## src/rtl/wb_port_arbiter.sv

```systemverilog
// Register-file write-port arbiter for execute and load writebacks, with a
// per-register busy scoreboard that stalls decode on outstanding loads.
`timescale 1ns/1ps
module wb_port_arbiter #(
  parameter int DATA_WIDTH = 32,
  parameter int MAX_WAIT   = 4
) (
  input  logic                  clk,
  input  logic                  rst_n,
  input  logic                  exe_valid_i,
  input  logic [4:0]            exe_rd_i,
  input  logic [DATA_WIDTH-1:0] exe_data_i,
  output logic                  exe_ready_o,
  input  logic                  mem_valid_i,
  input  logic [4:0]            mem_rd_i,
  input  logic [DATA_WIDTH-1:0] mem_data_i,
  output logic                  mem_ready_o,
  input  logic                  issue_valid_i,
  input  logic                  issue_is_load_i,
  input  logic [4:0]            issue_rs1_i,
  input  logic [4:0]            issue_rs2_i,
  input  logic [4:0]            issue_rd_i,
  output logic                  stall_o,
  output logic                  wr_en_o,
  output logic [4:0]            rd_addr_o,
  output logic [DATA_WIDTH-1:0] data_o,
  output logic [31:0]           busy_o
);
  typedef struct packed {
    logic                  vld;
    logic [4:0]            rd;
    logic [DATA_WIDTH-1:0] data;
  } wb_req_t;

  logic [3:0]  wait_cnt_q, wait_cnt_d;
  logic [31:0] busy_q, busy_d;
  logic [31:0] clr_vec, set_vec, busy_eff;
  logic        exe_nz, mem_nz, exe_win, mem_win, issue_go;
  wb_req_t     win;

  always_comb begin
    exe_nz  = exe_valid_i && (exe_rd_i != 5'd0);
    mem_nz  = mem_valid_i && (mem_rd_i != 5'd0);
    // exe is only forced ahead of mem once it has been starved MAX_WAIT cycles
    exe_win = rst_n && exe_nz && (!mem_nz || (wait_cnt_q == 4'(MAX_WAIT)));
    mem_win = rst_n && mem_nz && !exe_win;

    exe_ready_o = rst_n && exe_valid_i && ((exe_rd_i == 5'd0) || exe_win);
    mem_ready_o = rst_n && mem_valid_i && ((mem_rd_i == 5'd0) || mem_win);

    win = '0;
    if (exe_win)      win = '{vld: 1'b1, rd: exe_rd_i, data: exe_data_i};
    else if (mem_win) win = '{vld: 1'b1, rd: mem_rd_i, data: mem_data_i};
    wr_en_o   = win.vld;
    rd_addr_o = win.rd;
    data_o    = win.data;

    wait_cnt_d = wait_cnt_q;
    if (!exe_valid_i || exe_ready_o)
      wait_cnt_d = 4'd0;
    else if (exe_nz && (wait_cnt_q != 4'(MAX_WAIT)))
      wait_cnt_d = wait_cnt_q + 4'd1;

    // a register whose load lands this cycle is forwarded, so it does not stall
    clr_vec  = mem_win ? (32'd1 << mem_rd_i) : 32'd0;
    busy_eff = busy_q & ~clr_vec;
    stall_o  = rst_n && issue_valid_i &&
               (((issue_rs1_i != 5'd0) && busy_eff[issue_rs1_i]) ||
                ((issue_rs2_i != 5'd0) && busy_eff[issue_rs2_i]) ||
                ((issue_rd_i  != 5'd0) && busy_eff[issue_rd_i]));

    issue_go = rst_n && issue_valid_i && !stall_o && issue_is_load_i &&
               (issue_rd_i != 5'd0);
    set_vec  = issue_go ? (32'd1 << issue_rd_i) : 32'd0;
    // set after clear: a new load to the same register owns it
    busy_d   = (busy_q & ~clr_vec) | set_vec;
  end

  always_ff @(posedge clk or negedge rst_n) begin
    if (!rst_n) begin
      wait_cnt_q <= 4'd0;
      busy_q     <= 32'd0;
    end else begin
      wait_cnt_q <= wait_cnt_d;
      busy_q     <= busy_d;
    end
  end

  assign busy_o = {busy_q[31:1], 1'b0};
endmodule

```

## config.mk

```make
export PLATFORM = sky130hd
export DESIGN_NAME = wb_port_arbiter
export DESIGN_NICKNAME = d
export VERILOG_FILES = /design/src/rtl/wb_port_arbiter.sv
export SDC_FILE = /design/constraint.sdc
export NUM_CORES = 1
export LEC_CHECK = 0
export ABC_CLOCK_PERIOD_IN_PS = 2980
export BUFFER_PORTS_ARGS = -buffer_cell sky130_fd_sc_hd__buf_2
export CAP_MARGIN = 20
export CELL_PAD_IN_SITES_DETAIL_PLACEMENT = 1
export CELL_PAD_IN_SITES_GLOBAL_PLACEMENT = 1
export CORE_MARGIN = 3
export CORE_UTILIZATION = 30
export DETAILED_ROUTE_END_ITERATION = 10
export PLACE_DENSITY = 0.77
export SYNTH_ARGS = -nofsm -noshare
export SYNTH_HDL_FRONTEND = slang
export SYNTH_SLANG_ARGS = --single-unit
```

## constraint.sdc

```tcl
create_clock -name clk -period 2.98 [get_ports clk]
set_input_delay 0.149 -clock clk [delete_from_list [all_inputs] [get_ports clk]]
set_output_delay 0.149 -clock clk [all_outputs]
set_load 0.05 [all_outputs]
```

==> flow_metrics.tcl, run 1 <==
set metrics [dict create \
    synth-seq-cells 35 \
    fin_nets 865 \
    synthSimpleGateAreaFrac 0.253 \
    pin_count 168 \
    route.detailed.wl_per_inst_um 23.9 \
    synth-adder-area-share 0.00622 \
    path_common_cell "buf_6" \
    fill_cells 1623 \
    total_power_mw 2.27 \
    drcViolationCount 0 \
    drt_iter0_markers 330 \
    cts_max_path_buffers 2 \
    drt_first_pass_iters 5 \
    hpwlAfterDp_um 16400 \
    post-route-period-util 1.15 \
    slowest_stage "o32a_1" \
    pre_cts_ws_ps -520 \
    yosysTopAreaCell "dfrtp_1" \
    reg2regPathDepth 16 \
    ff2ff_setup_slack_ps -430 \
    grt_pass1_vias 5719 \
    die_x_um 122 \
    synth.area.top_cells "dfrtp_1 (22%), nand2_1 (11%), o21ai_0 (6.8%), buf_4 (6.0%), o31ai_1 (5.6%)" \
    num_rows 41 \
    dpl_cell_area_um2 5350 \
    utilization 0.484 \
    synthFlopType "dfrtp_1" \
    cts_tree "yes" \
    p_leak_nw 2.81 \
    grt_pass1_wl_um 32400 \
    cts-root-buf "clkbuf_16" \
    final.min_clock_period_ps 3440 \
    worst_pin_slew_ps 752 \
    vias_per_cell 5.94 \
    seq_area_frac_synth 0.218 \
    core_um2 12900 \
    num_vias 5599 \
    netlist_instances 565 \
    wl_met2_um 11100 \
    outcome "finished with violations" \
    grt_overflow 0 \
    cp.arrival_ps 3290 \
    cts.reportedPaths.clkPinSlew_ps 50 \
    cts_max_level 2 \
    rsz0062_at_grt "true" \
    crit_path_start_kind "flop" \
    wl_met1_um 8720 \
    synth_top_cell_area_share 0.218 \
    port_buffers 166 \
    netlist_area_um2 4030 \
    synth_warnings 0 \
    ant_nets 0 \
    ys_async_sr_fraction 1.00 \
    fin_area_um2 6230 \
    hold_violations 0 \
    violations "setup timing" \
    cts_made_buffers 5 \
    peakVddDrop_mv 0.473 \
    clock.fmax_ghz 0.291 \
    fin_ws_ps -460 \
    wirelength_um 22500 \
    fp.dieArea_um2 14800 \
    worstPathCellList "inv_2, ha_4, and3b_2, o221a_4, buf_6, o41a_1, buf_6, mux2_4, o32a_1, o221ai_4, nor2_4, o211a_4, buf_8" \
    synth_edf_count 0 \
    gp_congestion 0.960 \
    fin_worst_skew_ps 3.43 \
    antenna_found_initial 1 \
    seqPwrFrac 0.250 \
    start_util 0.313 \
    syn2layout_area_growth_pct 54.8 \
    drv_cap 0 \
    wl_met3_um 1850 \
    clkPwrFrac 0.229 \
    synth_mux_area_frac 0.0373 \
    synth_xor_area_frac 0.00870 \
    syn_area_per_cell_um2 7.13 \
    crit_type "reg -> out" \
    hold_path_class "in -> async" \
    fp.dieH_um 122 \
    report.final.slew_viol_count 0 \
    drive_gt1_frac 0.446 \
    setup_viol 32 \
    power_density_nw_per_um2 363 \
    synthesis.nets 662 \
    p_sw_mw 1.03 \
    grt_usage 0.280 \
    combPwrFrac 0.521 \
    end_kind "output port" \
    place_inst 910 \
    final_cells 942 \
    slew_headroom 0.499 \
    p_sw_frac 0.457 \
    synth-compound-area-share 0.351 \
    top_layer_used "met4" \
    synth_top_family_by_area "compound AO/OA/AOI/OAI gates" \
    cp.required_ps 2830 \
    insertion_delay_ps 290 \
    path_max_fanout 6 \
    ys_types 73 \
    clock-sinks 35 \
    grt_max_degree 76 \
    slowest_delay_ps 380 \
    p_int_mw 1.23 \
]
area by class of cell:
cell class | instances | area (um2) | area share
Multi-Input combinational cell | 430 | 3120 | 0.501
Timing Repair Buffer | 274 | 1800 | 0.288
Sequential cell | 35 | 876 | 0.140
Tap cell | 172 | 215 | 0.0345
Clock buffer | 5 | 125 | 0.0201
Inverter | 22 | 82.6 | 0.0132
Clock inverter | 3 | 15.0 | 0.00241
Antenna cell | 1 | 2.50 | 0.000401
through the flow:
stage          hold slack [ps]  TNS, ps
2_1_floorplan             -147        0
3_3_place_gp               188   -12360
3_5_place_dp               203   -11610
4_1_cts                    173    -5690
5_1_grt                    231   -12480
6_report                   197   -10000
sequential cells by signal, summed over array words and instances (netlist names):
| name | flops |
|---|---|
| busy_q | 31 |
| wait_cnt_q | 4 |
power groups by stage:
| stage | registers, mW | clock network (mW) | logic [mW] |
|---|---|---|---|
| final | 0.567 | 0.519 | 1.18 |
| after CTS | 0.561 | 0.511 | 1.06 |
| after floorplan | 0.544 | 0 | 0.646 |
| after global placement | 0.566 | 0 | 0.934 |
| after global routing | 0.569 | 0.545 | 1.24 |
| after detailed placement | 0.568 | 0 | 0.952 |
layer usage:
layer  up-vias  GRT usage
met2       312      0.475
met5         -          0
met1      2750      0.349
met3        66     0.0492
li1       2471          -
met4         0      0.119
cells in the final DEF, fill, tap and decap left out, types with 5 or more instances in the layout:
cell type  count
o31ai_4       20
buf_12         5
buf_6         14
o31a_1         8
nand3_1       10
nor3_1         6
nor2_1        32
o21ai_0       51
o31ai_1        6
o31ai_2        6
o211ai_1      14
nand3b_1       6
clkbuf_16      5
or3_1          7
a221oi_1       5
or2_2          5
a21oi_1        6
inv_1         19
nand4_1        7
mux2i_1        6
dfrtp_1       35
nand2_1      113
buf_4         86
o21bai_1       8
nand2b_1       6
buf_2        165
o311ai_0       8
path summary, 6_finish.rpt:
kind	from	endpoint
worst min register to register	wait_cnt_q[2]	wait_cnt_q[2]
max in group asynchronous	rst_n	wait_cnt_q[0]
min in group clk	exe_valid_i	wait_cnt_q[0]
worst max-delay path	wait_cnt_q[0]	stall_o
worst max register to register	wait_cnt_q[0]	busy_q[20]
worst min-delay path	rst_n	busy_q[7]
kinds of logic (layout without fill, tap and decap cells):
group / count (synthesis) / in the layout
XOR/XNOR: 4 / 4
other: 1 / 2
AND/OR/NAND/NOR: 219 / 219
AO/OA/AOI/OAI: 193 / 193
flip-flops: 35 / 35
buffers and inverters: 100 / 304
adder cells (fa/ha/maj): 2 / 2
multiplexers: 11 / 11
cells in the mapped netlist (3+ instances only):
library cell,instances
a211oi_1,5
a21o_1,3
a21oi_1,7
a221oi_1,5
a22oi_1,3
a32oi_1,3
and2_1,3
and3_1,4
buf_1,3
buf_2,8
buf_4,32
clkbuf_1,35
dfrtp_1,35
inv_1,20
mux2i_1,6
mux4_2,3
nand2_1,113
nand2b_1,6
nand3_1,10
nand3b_1,6
nand4_1,7
nor2_1,32
nor2b_1,3
nor3_1,7
nor4_1,5
o2111ai_1,3
o211a_1,3
o211ai_1,14
o21ai_0,55
o21bai_1,8
o22ai_1,4
o311ai_0,9
o31a_1,8
o31ai_1,30
o41a_1,4
o41ai_1,5
or2_2,5
or3_1,7
or4_1,3
xnor2_1,3
timing repair:
item / CTS / global route
endpoints found under the hold margin: 5 / 0
endpoints found under the setup margin: 32 / 32
cloned: 1 / 0
pin swaps: 12 / 22
setup buffers: 11 / 12
gates resized for setup: 60 / 38
hold buffers: 1 / 0
worst max-delay path: cells and delay by family (launching register included):
family	cells	cell delay (ps)
adder cells (fa/ha/maj)	1	160
AND/OR/NAND/NOR	2	300
flip-flops	1	370
multiplexers	1	270
AO/OA/AOI/OAI	5	1380
buffers and inverters	4	530
No activity file was read; power rests on OpenSTA's default activity.
==> run 2: changes to the inputs <==
==> constraint.sdc (replaced) <==
create_clock -name clk -period 2.98 [get_ports clk]
set_input_delay 0.149 -clock clk [delete_from_list [all_inputs] [get_ports clk]]
set_output_delay 0.149 -clock clk [all_outputs]
set_load 0.01 [all_outputs]
==> flow_metrics.tcl, run 2 (synthesized netlist as in run 1, its figures left out) <==
set metrics [dict create \
    fin_area_um2 6070 \
    setup_viol 32 \
    antenna_found_initial 0 \
    drt_iter0_markers 375 \
    cp.arrival_ps 3230 \
    fp.dieArea_um2 14800 \
    hold_path_class "in -> async" \
    fin_worst_skew_ps 4.17 \
    drv_cap 0 \
    diodes 0 \
    num_rows 41 \
    grt_max_degree 75 \
    outcome "finished with violations" \
    die_x_um 122 \
    cts_made_buffers 5 \
    cts_tree "yes" \
    path_max_fanout 5 \
    ff2ff_setup_slack_ps -400 \
    gp_congestion 1.01 \
    drcViolationCount 0 \
    crit_path_start_kind "flop" \
    grt_usage 0.282 \
    ant_nets 0 \
    worst_pin_slew_ps 636 \
    pin_count 168 \
    ctsHoldBuffers 0 \
    cts_max_level 2 \
    final_cells 927 \
    place_inst 901 \
    hold_violations 0 \
    wirelength_um 21900 \
    final_common_cell "buf_2" \
    path_delay_family "compound AO/OA/AOI/OAI gates" \
    grt_pass1_vias 5618 \
    fp.dieH_um 122 \
    slowest_delay_ps 560 \
    grt_overflow 0 \
    final.min_clock_period_ps 3380 \
    crit_type "reg -> out" \
    route.detailed.wl_per_inst_um 23.6 \
    start_util 0.313 \
    drt_first_pass_iters 5 \
    fill_cells 1604 \
    regMostFlops "busy_q" \
    vias_per_cell 5.96 \
    hpwlAfterDp_um 16100 \
    fin_ws_ps -402 \
    cts_max_path_buffers 2 \
    p_leak_nw 2.71 \
    worstPathCellList "inv_2, ha_4, and3b_2, o211a_4, buf_16, o311ai_0, a21oi_1, o32a_1, o221ai_4, nor2_4, o211a_1, buf_2" \
    cts-root-buf "clkbuf_16" \
    cts.reportedPaths.clkPinSlew_ps 60 \
    report.final.slew_viol_count 0 \
    post-route-period-util 1.14 \
    cp.required_ps 2830 \
    power_density_nw_per_um2 335 \
    top_regs "busy_q (31), wait_cnt_q (4)" \
    dpl_cell_area_um2 5270 \
    end_kind "output port" \
    critPathBufInv 3 \
    peakVddDrop_mv 0.287 \
    clock.fmax_ghz 0.296 \
    syn2layout_area_growth_pct 50.7 \
    core_um2 12900 \
    num_vias 5522 \
    insertion_delay_ps 290 \
    drive_gt1_frac 0.449 \
    largest_reg_flops 31 \
    mostFrequentLayoutCells "buf_2 (166), nand2_1 (113), buf_4 (81)" \
    port_buffers 166 \
    slowest_stage "o311ai_0" \
    fin_nets 851 \
    slew_headroom 0.575 \
    violations "setup timing" \
    rsz0062_at_grt "true" \
    clock-sinks 35 \
    grt_pass1_wl_um 32400 \
]
[run 2: cell count changes in the layout (fill, tap and decap cells not counted), sizes merged]
cell / change
buf: -15
dlygate4sd3: -1
clkinv: -3
clkbuf: +4
o221a: +1
diode: -1
[run 2: stage by stage]
step	setup slack [ps]	hold WS, ps	utilization	total power [mW]	TNS [ps]
floorplan	-35.0	-147	-	0.953	-35.0
global placement	-275	413	0.409	1.26	-6760
detailed placement	-423	434	0.409	1.29	-10800
CTS	-319	127	0.462	1.96	-4450
global route	-508	154	0.471	2.10	-12990
finish	-402	131	0.471	2.03	-9440
[run 2: timing repair]
action / in CTS / in global routing
resized for setup: 72 / 19
setup buffers: 11 / 4
gates cloned: 2 / 1
pin swaps: 36 / 10
setup endpoints to repair: 32 / 32
[run 2: worst paths after layout]
path	startpoint	end	cells past startpoint
setup / recovery	wait_cnt_q[1]	stall_o	12
hold / removal	rst_n	busy_q[24]	2
setup reg to reg	wait_cnt_q[1]	busy_q[11]	15
hold reg to reg	wait_cnt_q[3]	wait_cnt_q[3]	3
max in group asynchronous	rst_n	wait_cnt_q[1]	2
min in group clk	issue_rd_i[0]	busy_q[13]	3
[run 2: worst reg2reg max path: stages (launching register included)]
cell,delay (ps)
dfrtp_1,360
inv_2,60
ha_4,150
and3b_2,220
buf_6,120
o221a_4,270
o41a_1,360
a221oi_2,370
a211oi_1,100
nor4_1,210
nand4_1,200
buf_6,180
buf_4,140
buf_12,140
clkbuf_16,170
o31ai_4,250
[run 2: report_power, final]
part           total, mW  leakage (nW)  internal [mW]  switching, mW
clock network      0.570        0.0772          0.356          0.214
registers          0.568         0.474          0.515         0.0528
logic              0.895          2.16          0.380          0.515
total               2.03          2.71           1.25          0.781
[run 2: routing by layer]
metal | share of wire | track usage | up-vias
met1 | 0.37 | 0.337 | 2662
li1 | - | - | 2440
met4 | 0.058 | 0.134 | 0
met3 | 0.089 | 0.0594 | 95
met2 | 0.48 | 0.482 | 325
met5 | 0 | 0 | -
[run 2: cell type report]
type | count | area [um2] | share of cell area
multi-input combinational | 431 | 3100 | 0.511
timing repair buffer | 259 | 1630 | 0.269
sequential | 35 | 876 | 0.144
tap | 172 | 215 | 0.0355
clock buffer | 8 | 156 | 0.0258
inverter | 22 | 82.6 | 0.0136
==> run 3: changes to the inputs <==
--- a/config.mk
+++ b/config.mk
@@ -10,6 +10,7 @@
 export CAP_MARGIN = 20
 export CELL_PAD_IN_SITES_DETAIL_PLACEMENT = 1
 export CELL_PAD_IN_SITES_GLOBAL_PLACEMENT = 1
+export CORE_ASPECT_RATIO = 0.5
 export CORE_MARGIN = 3
 export CORE_UTILIZATION = 30
 export DETAILED_ROUTE_END_ITERATION = 10
==> flow_metrics.tcl, run 3 (synthesized netlist as in run 1, its figures left out) <==
set metrics [dict create \
    clock-sinks 35 \
    fp.dieH_um 87.9 \
    slowest_delay_ps 460 \
    p_leak_nw 2.80 \
    mostFrequentLayoutCells "buf_2 (166), nand2_1 (113), buf_4 (79)" \
    hold_path_class "in -> async" \
    drive_gt1_frac 0.456 \
    insertion_delay_ps 290 \
    clock.fmax_ghz 0.286 \
    antenna_found_initial 1 \
    cts_tree "yes" \
    drcViolationCount 0 \
    fp.dieArea_um2 14900 \
    cts_max_path_buffers 2 \
    setup_viol 32 \
    outcome "finished with violations" \
    num_rows 29 \
    hold_violations 0 \
    reg2regPathDepth 14 \
    place_inst 903 \
    multi_input_area_um2 3220 \
    ant_nets 0 \
    cp.required_ps 2830 \
    vias_per_cell 6.14 \
    worst_pin_slew_ps 729 \
    power_density_nw_per_um2 346 \
    slew_headroom 0.508 \
    fin_ws_ps -517 \
    cts_max_level 2 \
    drv_cap 0 \
    setup_tns_ps -10110 \
    gp_congestion 1.03 \
    pin_count 168 \
    cts.reportedPaths.clkPinSlew_ps 60 \
    report.final.slew_viol_count 0 \
    post-route-period-util 1.17 \
    peakVddDrop_mv 0.283 \
    syn2layout_area_growth_pct 55.4 \
    largest_reg_flops 31 \
    final_cells 929 \
    port_buffers 166 \
    path_common_cell "buf_6" \
    final.min_clock_period_ps 3500 \
    fin_worst_skew_ps 7.96 \
    start_util 0.313 \
    total_power_mw 2.17 \
    utilization 0.486 \
    worstPathCellList "inv_2, ha_4, and3b_2, o221a_4, buf_6, o41ai_2, mux4_2, nor2_1, o211ai_1, nand4_1, buf_6, o211a_1, buf_2" \
    grt_overflow 0 \
    grt_pass1_wl_um 30300 \
    slowest_stage "o41ai_2" \
    wirelength_um 22300 \
    num_vias 5707 \
    final_common_cell "buf_2" \
    path_max_fanout 6 \
    crit_type "reg -> out" \
    top_regs "busy_q (31), wait_cnt_q (4)" \
    grt_pass1_vias 5482 \
    regMostFlops "busy_q" \
    violations "setup timing" \
    drt_first_pass_iters 5 \
    cp.arrival_ps 3350 \
    crit_path_start_kind "flop" \
    drt_iter0_markers 568 \
    fin_nets 854 \
    core_um2 12900 \
    seqCellArea_um2 876 \
    grt_usage 0.260 \
    rsz0062_at_grt "true" \
    die_x_um 170 \
    route.detailed.wl_per_inst_um 24.0 \
    end_kind "output port" \
    fill_cells 1562 \
    cts-root-buf "clkbuf_16" \
    cts_made_buffers 5 \
    hpwlAfterDp_um 15100 \
    grt_max_degree 41 \
]
[run 3: final timing paths]
check,endpoint,startpoint,slack [ps]
max,stall_o,wait_cnt_q[1],-520
min,busy_q[23],rst_n,60
max reg2reg,busy_q[28],wait_cnt_q[1],-430
min reg2reg,wait_cnt_q[2],wait_cnt_q[2],640
max in group asynchronous,busy_q[9],rst_n,2550
min in group clk,busy_q[13],issue_rd_i[0],310
[run 3: power by group]
group | internal [mW] | switching (mW)
clock | 0.416 | 0.220
combinational | 0.409 | 0.558
sequential | 0.515 | 0.0483
[run 3: layer usage]
metal	global-route usage	share of wire
met5	0	0
met4	0.116	0.048
met3	0.0703	0.11
met2	0.422	0.46
met1	0.327	0.38
[run 3: per-stage QoR]
stage | area [um2] | hold WS, ps | setup WS, ps
after floorplan | 4050 | -147 | -35.0
after global placement | 5270 | 347 | -347
after detailed placement | 5270 | 357 | -397
after CTS | 5730 | 50.2 | -227
after global routing | 6260 | 99.0 | -618
final | 6260 | 55.4 | -517
[run 3: worst max-delay path, delay by kind of cell, from the launching register on]
family / cells / cell delay, ps
buffers and inverters: 4 / 510
flip-flops: 1 / 370
AO/OA/AOI/OAI: 4 / 1210
multiplexers: 1 / 320
AND/OR/NAND/NOR: 3 / 500
adder cells (fa/ha/maj): 1 / 150
[run 3: what timing repair did]
item                                    in CTS  in global routing
endpoints found under the setup margin      32                 32
resized for setup                           47                 72
hold buffers                                 0                  0
pin swaps                                   15                 45
cloned                                       1                  4
endpoints found under the hold margin        0                  0
buffers inserted                             6                  8
[run 3: cell type report]
cell class | count | area share
clock buffers | 6 | 0.0222
diodes | 1 | 0.000400
inverters | 22 | 0.0132
repair buffers | 262 | 0.271
flip-flops and latches | 35 | 0.140
multi-input cells | 431 | 0.514
well taps | 170 | 0.0340
clock inverters | 2 | 0.00560
